File: src/rtl/manchester_beacon.sv
// Manchester-encoded beacon: preamble, sync violation, MSB-first payload, optional parity, gap.
// Define MANCHESTER_BEACON_PARITY_EN to append an even-parity bit after the payload.
module manchester_beacon #(
   parameter int unsigned WIDTH      = 8,
   parameter int unsigned DIV        = 4,
   parameter int unsigned PREAMBLE   = 4,
   parameter logic        IDLE_LEVEL = 1'b0
) (
   input  logic             clk,
   input  logic             rst_n,
   input  logic             en,
   input  logic             mode,
   input  logic [WIDTH-1:0] data_in,
   input  logic             data_valid,
   output logic             data_ready,
   output logic             tx,
   output logic             tx_active,
   output logic             frame_done,
   output logic [WIDTH-1:0] count
);

   localparam int unsigned PW      = (DIV > 1) ? $clog2(DIV) : 1;
   localparam int unsigned BIT_MAX = (PREAMBLE > WIDTH) ? ((PREAMBLE > 2) ? PREAMBLE : 2)
                                                        : ((WIDTH > 2) ? WIDTH : 2);
   localparam int unsigned BW      = $clog2(BIT_MAX + 1);

   localparam logic [PW-1:0] PRE_LAST      = PW'(DIV - 1);
   localparam logic [BW-1:0] PREAMBLE_LAST = BW'(PREAMBLE - 1);
   localparam logic [BW-1:0] SYNC_LAST     = BW'(1);
   localparam logic [BW-1:0] DATA_LAST     = BW'(WIDTH - 1);

   typedef enum logic [2:0] {
      S_IDLE     = 3'd0,
      S_PREAMBLE = 3'd1,
      S_SYNC     = 3'd2,
      S_DATA     = 3'd3,
`ifdef MANCHESTER_BEACON_PARITY_EN
      S_PARITY   = 3'd4,
`endif
      S_GAP      = 3'd5
   } state_e;

   state_e           state_q, state_d;
   logic [PW-1:0]    pre_q, pre_d;
   logic             half_q, half_d;
   logic [BW-1:0]    bit_q, bit_d;
   logic [WIDTH-1:0] shift_q, shift_d;
   logic             mode_q, mode_d;
   logic [WIDTH-1:0] count_q, count_d;
   logic             parity_q, parity_d;
   logic             tx_q, tx_d;
   logic             active_q, active_d;
   logic             done_q, done_d;
   logic             start;
   logic             cur_bit;

   // Line level for a given position in the frame; bit b is sent as ~b then b.
   function automatic logic line_level(input state_e st, input logic half,
                                       input logic [BW-1:0] bit_idx, input logic b);
      case (st)
         S_PREAMBLE: line_level = half;
         S_SYNC:     line_level = (bit_idx == '0);
`ifdef MANCHESTER_BEACON_PARITY_EN
         S_PARITY,
`endif
         S_DATA:     line_level = half ? b : ~b;
         default:    line_level = IDLE_LEVEL;
      endcase
   endfunction

   assign data_ready = (state_q == S_IDLE) & en & mode;
   assign start      = en & (~mode | (data_valid & data_ready));

   always_comb begin
      // NOTE: every next-state signal takes its hold value first so no path leaves it unassigned (no latches).
      state_d  = state_q;
      pre_d    = pre_q;
      half_d   = half_q;
      bit_d    = bit_q;
      shift_d  = shift_q;
      mode_d   = mode_q;
      count_d  = count_q;
      parity_d = parity_q;

      if (state_q == S_IDLE) begin
         if (start) begin
            state_d  = S_PREAMBLE;
            pre_d    = '0;
            half_d   = 1'b0;
            bit_d    = '0;
            mode_d   = mode;
            shift_d  = mode ? data_in : count_q;
            parity_d = mode ? ^data_in : ^count_q;
         end
      end else if (pre_q == PRE_LAST) begin
         pre_d = '0;
         if (!half_q) begin
            half_d = 1'b1;
         end else begin
            half_d = 1'b0;
            bit_d  = bit_q + BW'(1);
            case (state_q)
               S_PREAMBLE: if (bit_q == PREAMBLE_LAST) begin
                  state_d = S_SYNC;
                  bit_d   = '0;
               end
               S_SYNC: if (bit_q == SYNC_LAST) begin
                  state_d = S_DATA;
                  bit_d   = '0;
               end
               S_DATA: begin
                  shift_d = shift_q << 1;
                  if (bit_q == DATA_LAST) begin
`ifdef MANCHESTER_BEACON_PARITY_EN
                     state_d = S_PARITY;
`else
                     state_d = S_GAP;
`endif
                     bit_d   = '0;
                  end
               end
`ifdef MANCHESTER_BEACON_PARITY_EN
               S_PARITY: begin
                  state_d = S_GAP;
                  bit_d   = '0;
               end
`endif
               S_GAP: begin
                  state_d = S_IDLE;
                  bit_d   = '0;
                  if (!mode_q) count_d = count_q + WIDTH'(1);
               end
               default: ;
            endcase
         end
      end else begin
         pre_d = pre_q + PW'(1);
      end
   end

   // Outputs are registered from the next-state view so they line up with the state they describe.
   assign cur_bit  = (state_d == S_DATA) ? shift_d[WIDTH-1] : parity_d;
   assign tx_d     = line_level(state_d, half_d, bit_d, cur_bit);
   assign active_d = (state_d != S_IDLE);
   assign done_d   = (state_d == S_GAP) && half_d && (pre_d == PRE_LAST);

   // NOTE: sequential state uses non-blocking assignments so all flops update together at the edge.
   always_ff @(posedge clk or negedge rst_n) begin
      if (!rst_n) begin
         state_q  <= S_IDLE;
         pre_q    <= '0;
         half_q   <= 1'b0;
         bit_q    <= '0;
         shift_q  <= '0;
         mode_q   <= 1'b0;
         count_q  <= '0;
         parity_q <= 1'b0;
         tx_q     <= IDLE_LEVEL;
         active_q <= 1'b0;
         done_q   <= 1'b0;
      end else begin
         state_q  <= state_d;
         pre_q    <= pre_d;
         half_q   <= half_d;
         bit_q    <= bit_d;
         shift_q  <= shift_d;
         mode_q   <= mode_d;
         count_q  <= count_d;
         parity_q <= parity_d;
         tx_q     <= tx_d;
         active_q <= active_d;
         done_q   <= done_d;
      end
   end

   assign tx         = tx_q;
   assign tx_active  = active_q;
   assign frame_done = done_q;
   assign count      = count_q;

endmodule

File: config.mk
export PLATFORM = sky130hd
export DESIGN_NAME = manchester_beacon
export DESIGN_NICKNAME = d
export VERILOG_FILES = /design/src/rtl/manchester_beacon.sv
export SDC_FILE = /design/constraint.sdc
export NUM_CORES = 1
export LEC_CHECK = 0
export ABC_AREA = 1
export BUFFER_PORTS_ARGS = -buffer_cell sky130_fd_sc_hd__buf_2
export CAP_MARGIN = 20
export CORE_MARGIN = 2
export CORE_UTILIZATION = 33
export DETAILED_ROUTE_END_ITERATION = 12
export PLACE_DENSITY_LB_ADDON = 0.25
export SYNTH_ARGS = -nofsm -noshare
export SYNTH_HDL_FRONTEND = slang
export SYNTH_SLANG_ARGS = --single-unit
export TNS_END_PERCENT = 30
File: constraint.sdc
create_clock -name clk -period 1.5 [get_ports clk]
set_input_delay 0.375 -clock clk [delete_from_list [all_inputs] [get_ports clk]]
set_output_delay 0.375 -clock clk [all_outputs]
set_load 0.01 [all_outputs]
# Word-level counts from Yosys, hierarchy flattened
# Index checks and enable logic that the tools add are counted.
# W data, S select, Z words.
# op_classes
n_addsub	3
eq_ne	14
mux	35
bitwise_logic	9
reduce_logical	13
# op_table
cell	n
$mux W8	6
$mux W4	7
$mux W3	7
$pmux W4 S4	1
$reduce_xor A8 Y1	2
$eq A3 B2 Y1 const B	4
$pmux W3 S4	1
$mux W1	9
$add A8 B1 Y8 const B	1
$eq A3 B1 Y1 const B	2
$eq A3 B3 Y1 const B	2
$mux W2	3
$reduce_bool A2 Y1	3
$reduce_and A5 Y1	1
$add A4 B1 Y4 const B	1
$and A1 B1 Y1	4
$eq A2 B2 Y1 const B	2
$eq A4 B1 Y1 const B	1
$eq A4 B2 Y1 const B	1
$eq A4 B3 Y1 const B	1
$logic_not A4 Y1	1
$not A1 Y1	4
$reduce_and A4 Y1	1
$logic_not A3 Y1	1
7 further kinds	8
# word_totals
regBits	31
in_bits	13
out_inout_bits	12
elab_cells	86

# Depth between registers and ports, before layout
# Gate-level depths: netlist (run 1).
# depth
ltp_word	13
ltp_mapped	15
ltp_nobuf	14

# Worst setup path before layout (run 1)
# No wires, ideal clock.
# synth_path
path_kind	register to register
start	reg pre_q[0]
end	reg tx_q (netlist: tx)
setup_time_ns	0.126
t_arrival_ns	1.528
required_ns	1.374
path_slack_ns	-0.154
path_stages_with_launch	12
n_path_buf	0
period_less_slack_ns	1.654
path_cell_list	dfrtp_1 -> ha_1 -> nand2_2 -> inv_1 -> nand2_2 -> inv_2 -> o211ai_1 -> nand3_1 -> nand3_1 -> nand2_1 -> nand2_1 -> a21oi_2
# synth_between
elab_cells_between_ends	17
cone_classes	eq/ne: 4; mux: 11; bitwise: 1; reduce/logical: 1
# synth_rtl
item	line	rtl
from (decl)	44	logic [PW-1:0] pre_q, pre_d;
from (signal assigned)	163	pre_q <= pre_d;
$eq A2 B2 Y1 (*)	95	end else if (pre_q == PRE_LAST) begin
$mux W8 (*)	95	
$mux W8 (*)	85	if (state_q == S_IDLE) begin
named net shift_d[7]	47	logic [WIDTH-1:0] shift_q, shift_d;
$mux W1 (*)	142	assign cur_bit = (state_d == S_DATA) ? shift_d[WIDTH-1] : parity_d;
$not A1 Y1	66	S_DATA: line_level = half ? b : ~b;
$mux W1 (*)	66	
$pmux W1 S3 (*)	60	case (st)
named net tx_d	51	logic tx_q, tx_d;
to (signal assigned)	170	tx_q <= tx_d;
to (decl)	51	
# Mark *: on every way through the listed nets, which the timed path passes. The rest lies on a longest branch. The select of a mux whose other input is x is not followed.
# A chain may end at the register's enable or synchronous reset.

# Worst setup path after layout (run 1)
# layout_path
start	reg pre_q[1]
end	reg tx_q (netlist: tx)
# layout_between
elab_chain_len	8
elab_cells_between_ends	17
cone_classes	eq/ne: 4; mux: 11; bitwise: 1; reduce/logical: 1
# layout_lines
item	line
$eq A2 B2 Y1 (*)	95
$mux W3	95
$mux W3	85
$eq A3 B2 Y1	60, 142
$mux W1	142
$not A1 Y1	66
$mux W1	66
$pmux W1 S3 (*)	60
named net tx_d	51
# Marks and branches as above.

==> results.tsv, run 1 <==
stage	metric	value	unit
outcome	failing checks	setup timing	
cts	clock buffer count from CTS	5	
detailed_routing	DR WL/cell	13.15	um
worst_setup_path	critical path's most frequent cell	nand2_1	
detailed_routing	DRT iter0 DRCs	100	
sta	final setup fails	11	
synthesis	cell area after synthesis	0.001802	mm2
sta	RSZ-0062 raised after global routing	yes	
worst_setup_path	WP data required	1.71	ns
floorplanning	Die Y	77.89	um
synthesis	post-synth cell types	33	
cells_and_area	Area Growth Syn to Fin	59.72	%
power_and_ir_drop	Pleak	1.431	nW
place	Detailed Place HPWL	3512	um
sta	final number of max-transition violations	0	
worst_setup_path	Setup crit end kind	flop	
sta	min cycle time layout	1.719	ns
synthesis	synth top area cells	dfrtp_1, nand2_1, ha_1	
global_routing	Overflow after GRT	0	
sta	Worst-Margin Slew	0.2739	ns
global_routing	pin count of the biggest net entering global routing	31	
detailed_routing	Via density	4.784	
sta	post-route setup TNS	-0.9705	ns
sta	period utilization	1.146	
cells_and_area	share of cells above drive strength 1	0.5015	
worst_setup_path	Worst Path Buf+Inv	1	
cts	TritonCTS clock tree	yes	
floorplanning	Core Area	0.005172	mm2
synthesis	Yosys warning total	0	
cts	root cell of the clock tree	clkbuf_8	
place	RD Place Congestion	0.8863	
worst_setup_path	crit-path cells	ha_4, nand2_8, buf_6, nor2_2, nand2_1, a21oi_4, nand2_1, nor2_1, nand2_1, nand2_1, nand2_1, a21oi_2	
cells_and_area	Fillers	467	
floorplanning	Die W	77.89	um
global_routing	first-pass GRT wire length	8659	um
synthesis	largest area contributor in the synthesized netlist	dfrtp_1	
detailed_routing	drt total wl	5168	um
run	Max Cap Viol	0	
detailed_routing	Detailed Routing Iterations Pass 1	4	
cts	clk_lat worst skew	0.28	ns
cts	hold buffers post-CTS	0	
place	PortBufs	24	
sta	clock skew	0.001751	ns
floorplanning	IO Count	25	
floorplanning	Rows	26	
sta	Slew headroom	0.8160	
cells_and_area	Final Core Density	0.5564	
detailed_routing	Vias	1880	
cts	clock transition at the registers of the reported paths	0.06	ns
synthesis	register area share after synthesis	0.4167	
cts	clock sinks	30	
power_and_ir_drop	maximum VDD drop	0.9243	mV
cells_and_area	Final Instance Count excl. Fillers	393	
power_and_ir_drop	Cell Pwr Density	1540	mW/mm2
cts	CTS Buffer Depth	2	
worst_setup_path	CP top delay family	simple AND/OR/NAND/NOR gates	
global_routing	initial antenna violation count	0	
worst_setup_path	Setup CP Type	flop to flop	
worst_setup_path	Worst EP arrival	1.93	ns
global_routing	gr usage total	0.1798	
cells_and_area	register area	752.0	um2
synthesis	post-synth top area share	0.4167	
place	placed cell areas	0.002384	mm2
detailed_routing	Routed Antenna Nets	0	
min_path	HP Class	input pin to async pin	
cells_and_area	design area	0.002878	mm2
cells_and_area	area of the multi-input gates	0.001156	mm2
synthesis	Seq cells post-synth	30	
place	placed insts	370	
cells_and_area	final net count	344	
floorplanning	total die area	0.006067	mm2
synthesis	Avg Inst Size Synth	7.700	um2
sta	final hold violation count	0	
worst_setup_path	Max stage delay on crit path	0.39	ns
worst_setup_path	crit path max fanout	6	
sta	post-route setup slack	-0.2189	ns
cts	H-Tree Level Count	2	
floorplanning	Starting Density	0.3483	
synthesis	post-synth net total	254	
detailed_routing	DRC	0	
sta	Max Fclk	581.8	MHz
cells_and_area	Inserted Diodes	0	
power_and_ir_drop	Tot Pwr	4.432	mW
worst_setup_path	Startpoint Class	flop	
outcome	status	complete, but fails checks	
synthesis	Cells after Synth	234	
global_routing	vias in the first global route	1927	
worst_setup_path	Worst path slowest cell	dfrtp_1	
cell type report:
| type | count | share of cell area |
|---|---|---|
| clock buffer | 6 | 0.02870 |
| inverter | 31 | 0.04565 |
| multi-input combinational | 170 | 0.4017 |
| sequential | 30 | 0.2613 |
| tap | 70 | 0.03043 |
| timing repair buffer | 86 | 0.2322 |
worst paths after layout:
kind / from / endpoint / slack [ns] / cells after the start
setup / recovery: pre_q[1]$_DFF_PN0_ / tx$_DFF_PN0_ / -0.22 / 12
hold / removal: rst_n / pre_q[0]$_DFF_PN0_ / 0.04 / 2
setup reg to reg: pre_q[1]$_DFF_PN0_ / tx$_DFF_PN0_ / -0.22 / 12
hold reg to reg: shift_q[4]$_DFFE_PN0P_ / shift_q[4]$_DFFE_PN0P_ / 0.49 / 2
max in group asynchronous: rst_n / bit_q[0]$_DFF_PN0_ / 1.28 / 2
min in group clk: data_in[0] / shift_q[0]$_DFFE_PN0P_ / 0.39 / 3
cells in the final DEF, fill, tap and decap left out, types with 2 or more instances in the layout:
master / Yosys / layout
a21oi_2: 1 / 2
a21oi_4: 1 / 2
a22oi_2: 0 / 4
buf_12: 0 / 3
buf_2: 1 / 24
buf_4: 0 / 47
buf_6: 1 / 12
clkbuf_8: 0 / 6
dfrtp_1: 30 / 29
ha_1: 7 / 4
ha_4: 0 / 3
inv_1: 21 / 15
inv_2: 6 / 11
inv_4: 3 / 4
nand2_1: 72 / 53
nand2_2: 3 / 17
nand2_4: 0 / 4
nand3_1: 13 / 9
nand3_2: 0 / 4
nor2_1: 21 / 15
nor2_2: 2 / 5
nor2_4: 0 / 3
nor3_1: 5 / 3
nor3_2: 1 / 2
o211ai_1: 2 / 2
o21ai_0: 16 / 10
o21ai_1: 3 / 9
xor2_1: 7 / 7
synthesized netlist by cell type:
library cell  instances
inv_4                 3
nor4_2                1
nor2_1               21
clkbuf_1              1
nand4_1               1
o21a_1                1
xor2_1                7
o22ai_1               1
a21oi_1               3
buf_6                 1
o211ai_4              1
a22oi_1               4
o221ai_1              1
o21ai_1               3
nand3_1              13
nor2_2                2
mux2i_1               1
inv_2                 6
buf_2                 1
nand3_4               1
dfrtp_1              30
nand2_2               3
a21oi_4               1
o21ai_0              16
nor3_2                1
o211ai_1              2
nand2_1              72
nor3_1                5
inv_1                21
a21oi_2               1
nand3b_1              1
clkinv_1              1
ha_1                  7
report_power, final:
group | switching (mW) | total (mW) | leakage (nW) | internal (mW)
registers | 0.200 | 1.25 | 0.391 | 1.05
logic | 1.31 | 2.56 | 0.997 | 1.25
clock network | 0.273 | 0.626 | 0.0431 | 0.353
metal layers:
metal | share of wire | wire length (um) | vias up | global-route usage
met5 | 0 | 0 | - | 0
met4 | 0.023 | 117 | 0 | 0.08070
met3 | 0.035 | 181 | 11 | 0.03140
met2 | 0.51 | 2623 | 41 | 0.3026
met1 | 0.43 | 2246 | 894 | 0.2247
li1 | - | - | 934 | -
through the flow:
step / hold WS [ns] / worst slack, ns
4_1_cts: 0.04189 / -0.2030
3_5_place_dp: 0.3390 / -0.2238
6_report: 0.04201 / -0.2189
3_3_place_gp: 0.3386 / -0.2181
2_1_floorplan: 0.07941 / -0.05167
5_1_grt: 0.05215 / -0.3236
logic make-up after synthesis:
logic type / Yosys count / synth area share
AOI/OAI and AO/OA: 34 / 0.1243
xor gates and xnor gates: 7 / 0.03403
adders and majority gates: 7 / 0.04861
buffers and inverters: 34 / 0.07986
DFF: 30 / 0.4167
muxes: 1 / 0.005556
and+or+nand+nor: 121 / 0.2910
what timing repair did:
action,4_1_cts,5_1_grt
setup endpoints to repair,18,26
pin swaps,23,19
gates resized for setup,41,41
setup buffers,13,5
registers in the layout, summed over array words and instances (netlist names):
signal      count
count           8
shift_q         8
bit_q           4
state_q         3
pre_q           2
frame_done      1
half_q          1
mode_q          1
tx              1
tx_active       1
(Power assumes the default switching activity.)
==> run 2: changes to the inputs <==
CTS_BUF_LIST = sky130_fd_sc_hd__clkbuf_8   (was unset)
clock period = 1.73 ns   (was 1.5 ns; I/O delays follow)
==> run 2 against run 1 <==
Against the previous run:
- the flow still finishes with violations (setup timing)
- global-route usage shrank 3.1 points
- count of clock-buffer cells in the layout is the same
- die area unchanged
- via count shrank 10%
- largest power group unchanged
==> results.tsv, run 2 (synthesis gave the netlist of run 1 again) <==
stage	metric	value	unit	change
cells_and_area	most common cell after layout, fill and taps aside	nand2_1		unchanged
place	RD Place Congestion	0.8267		was 0.8863
cells_and_area	final net count	323		was 344
outcome	status	complete, but fails checks		unchanged
worst_setup_path	Worst Reg-to-Reg Cells	13		was 12
place	placed cell areas	0.002235	mm2	was 0.002384 mm2
floorplanning	IO Count	25		unchanged
cells_and_area	share of cells above drive strength 1	0.3783		was 0.5015
detailed_routing	Detailed Routing Iterations Pass 1	4		unchanged
cells_and_area	Area Growth Syn to Fin	39.58	%	was 59.72%
power_and_ir_drop	sequential share of power	0.319		was 0.281
global_routing	first-pass GRT wire length	7210	um	was 8659 um
cells_and_area	design area	0.002515	mm2	was 0.002878 mm2
power_and_ir_drop	Clk pwr share	0.171		was 0.141
worst_setup_path	Startpoint Class	flop		unchanged
detailed_routing	Via density	4.524		was 4.784
worst_setup_path	Setup CP Type	flop to flop		unchanged
power_and_ir_drop	maximum VDD drop	0.5927	mV	was 0.9243 mV
global_routing	vias in the first global route	1607		was 1927
cts	root cell of the clock tree	clkbuf_8		unchanged
place	Detailed Place HPWL	3267	um	was 3512 um
power_and_ir_drop	Internal Power	2.026	mW	was 2.645 mW
power_and_ir_drop	Switching Share	0.3998		was 0.4034
sta	final setup fails	1		was 11
detailed_routing	DR WL met3	133	um	was 181 um
cts	clock buffer count from CTS	5		unchanged
global_routing	initial antenna violation count	0		unchanged
sta	Slew headroom	0.7362		was 0.8160
run	Max Cap Viol	0		unchanged
sta	final number of max-transition violations	0		unchanged
floorplanning	total die area	0.006067	mm2	unchanged
min_path	HP Class	input pin to async pin		unchanged
worst_setup_path	crit-path cells	ha_4, nand3_2, nand2_2, nand2_2, nor2_4, nor2_1, nor2_2, nand2_1, nor2_1, nand2_1, nand2_1, nand2_1, a21oi_2		was ha_4, nand2_8, buf_6, nor2_2, nand2_1, a21oi_4, nand2_1, nor2_1, nand2_1, nand2_1, nand2_1, a21oi_2
power_and_ir_drop	Cell Pwr Density	1343	mW/mm2	was 1540 mW/mm2
sta	clock skew	0.01143	ns	was 0.001751 ns
sta	period utilization	1.009		was 1.146
cells_and_area	register area	753.2	um2	was 752.0 um2
worst_setup_path	Worst path slowest cell	dfrtp_1		unchanged
worst_setup_path	reg-to-reg slack, setup	-0.02	ns	was -0.22 ns
power_and_ir_drop	Logic pwr share	0.510		was 0.578
detailed_routing	highest routed layer	met4		unchanged
detailed_routing	Vias	1692		was 1880
cells_and_area	Inserted Diodes	0		unchanged
worst_setup_path	crit path max fanout	4		was 6
worst_setup_path	FF-to-FF End	tx$_DFF_PN0_		unchanged
detailed_routing	drt total wl	4355	um	was 5168 um
cells_and_area	area of the multi-input gates	0.001016	mm2	was 0.001156 mm2
detailed_routing	DR WL/cell	11.64	um	was 13.15 um
cts	hold buffers post-CTS	0		unchanged
floorplanning	Die Y	77.89	um	unchanged
worst_setup_path	RR Startpoint	bit_q[1]$_DFF_PN0_		was pre_q[1]$_DFF_PN0_
sta	Max Fclk	572.7	MHz	was 581.8 MHz
cts	H-Tree Level Count	2		unchanged
detailed_routing	met2 wire len	2091	um	was 2623 um
power_and_ir_drop	Tot Pwr	3.376	mW	was 4.432 mW
worst_setup_path	Max stage delay on crit path	0.43	ns	was 0.39 ns
sta	final hold violation count	0		unchanged
worst_setup_path	Setup crit end kind	flop		unchanged
sta	RSZ-0062 raised after global routing	yes		unchanged
global_routing	gr usage total	0.1487		was 0.1798
cts	TritonCTS clock tree	yes		unchanged
place	PortBufs	24		unchanged
worst_setup_path	critical path's most frequent cell	nand2_1		unchanged
cells_and_area	commonest cells after routing, fill and taps aside	nand2_1, buf_4, dfrtp_1		unchanged
global_routing	pin count of the biggest net entering global routing	31		unchanged
sta	post-route setup slack	-0.01615	ns	was -0.2189 ns
outcome	failing checks	setup timing		unchanged
cts	clock sinks	30		unchanged
detailed_routing	DRT iter0 DRCs	43		was 100
detailed_routing	Routed Antenna Nets	0		unchanged
detailed_routing	met1 WL	2071	um	was 2246 um
floorplanning	Starting Density	0.3483		unchanged
cts	clk_lat worst skew	0.28	ns	about the same
floorplanning	Rows	26		unchanged
cells_and_area	Fillers	481		was 467
worst_setup_path	Worst EP arrival	1.97	ns	was 1.93 ns
cts	clock transition at the registers of the reported paths	0.07	ns	was 0.06 ns
sta	min cycle time layout	1.746	ns	was 1.719 ns
power_and_ir_drop	Pleak	1.295	nW	was 1.431 nW
worst_setup_path	WP data required	1.95	ns	was 1.71 ns
cts	CTS Buffer Depth	2		unchanged
detailed_routing	DRC	0		unchanged
floorplanning	Core Area	0.005172	mm2	unchanged
global_routing	Overflow after GRT	0		unchanged
floorplanning	Die W	77.89	um	unchanged
power_and_ir_drop	Psw	1.350	mW	was 1.788 mW
sta	Worst-Margin Slew	0.3957	ns	was 0.2739 ns
==> run 2: cell count changes in the layout (fill, tap and decap cells not counted), sizes merged <==
cell    before  now
buf         86   65
clkinv       0    2
==> run 2: routing by layer <==
metal	vias up	track usage
li1	897	-
met2	26	0.2466
met4	0	0.04912
met5	-	0
met1	763	0.1944
met3	6	0.02907
==> run 2: worst max-delay path, delay by kind of cell, from the launching register on <==
family	cells	cell delay [ns]
simple gates	11	0.94
flops	1	0.43
fa+ha+maj	1	0.20
compound gates	1	0.10
==> run 2: how the worst max path moves through the flow <==
stage	slack (ns)	from	end
after floorplan	0.08	pre_q[0]$_DFF_PN0_	tx$_DFF_PN0_
after global placement	-0.07	pre_q[0]$_DFF_PN0_	tx$_DFF_PN0_
after detailed placement	-0.09	pre_q[0]$_DFF_PN0_	tx$_DFF_PN0_
after CTS	0.004	state_q[0]$_DFF_PN0_	tx$_DFF_PN0_
after global routing	-0.15	bit_q[1]$_DFF_PN0_	tx$_DFF_PN0_
final	-0.02	bit_q[1]$_DFF_PN0_	tx$_DFF_PN0_
==> run 2: per-stage QoR <==
stage | setup WS, ns | setup TNS, ns | util | hold WS (ns) | std cells
after global routing | -0.1481 | -0.2510 | 0.4862 | 0.1906 | 374
after global placement | -0.06621 | -0.06621 | 0.4320 | 0.4711 | 356
final | -0.01615 | -0.01615 | 0.4862 | 0.1568 | 374
after detailed placement | -0.09102 | -0.09102 | 0.4320 | 0.4707 | 356
after CTS | 0.004462 | 0 | 0.4596 | 0.1700 | 368
after floorplan | 0.07630 | 0 | - | 0.1369 | 234
==> run 2: area by class of cell <==
type / instances / share of cell area
multi-input cells: 170 / 0.4040
flip-flops and latches: 30 / 0.2995
repair buffers: 65 / 0.1751
inverters: 31 / 0.05025
well taps: 70 / 0.03483
clock buffers: 6 / 0.03284
clock inverters: 2 / 0.003483
==> run 2: what timing repair did <==
action,4_1_cts,5_1_grt
setup buffers,4,6
setup endpoints to repair,2,4
resized for setup,7,25
pin swaps,2,11
==> run 2: power groups by stage <==
stage	logic, mW	registers [mW]	clock network (mW)
after detailed placement	1.42	1.05	0
final	1.72	1.08	0.576
after CTS	1.50	1.05	0.591
after floorplan	0.886	1.03	0
after global placement	1.43	1.05	0
after global routing	1.97	1.10	0.623
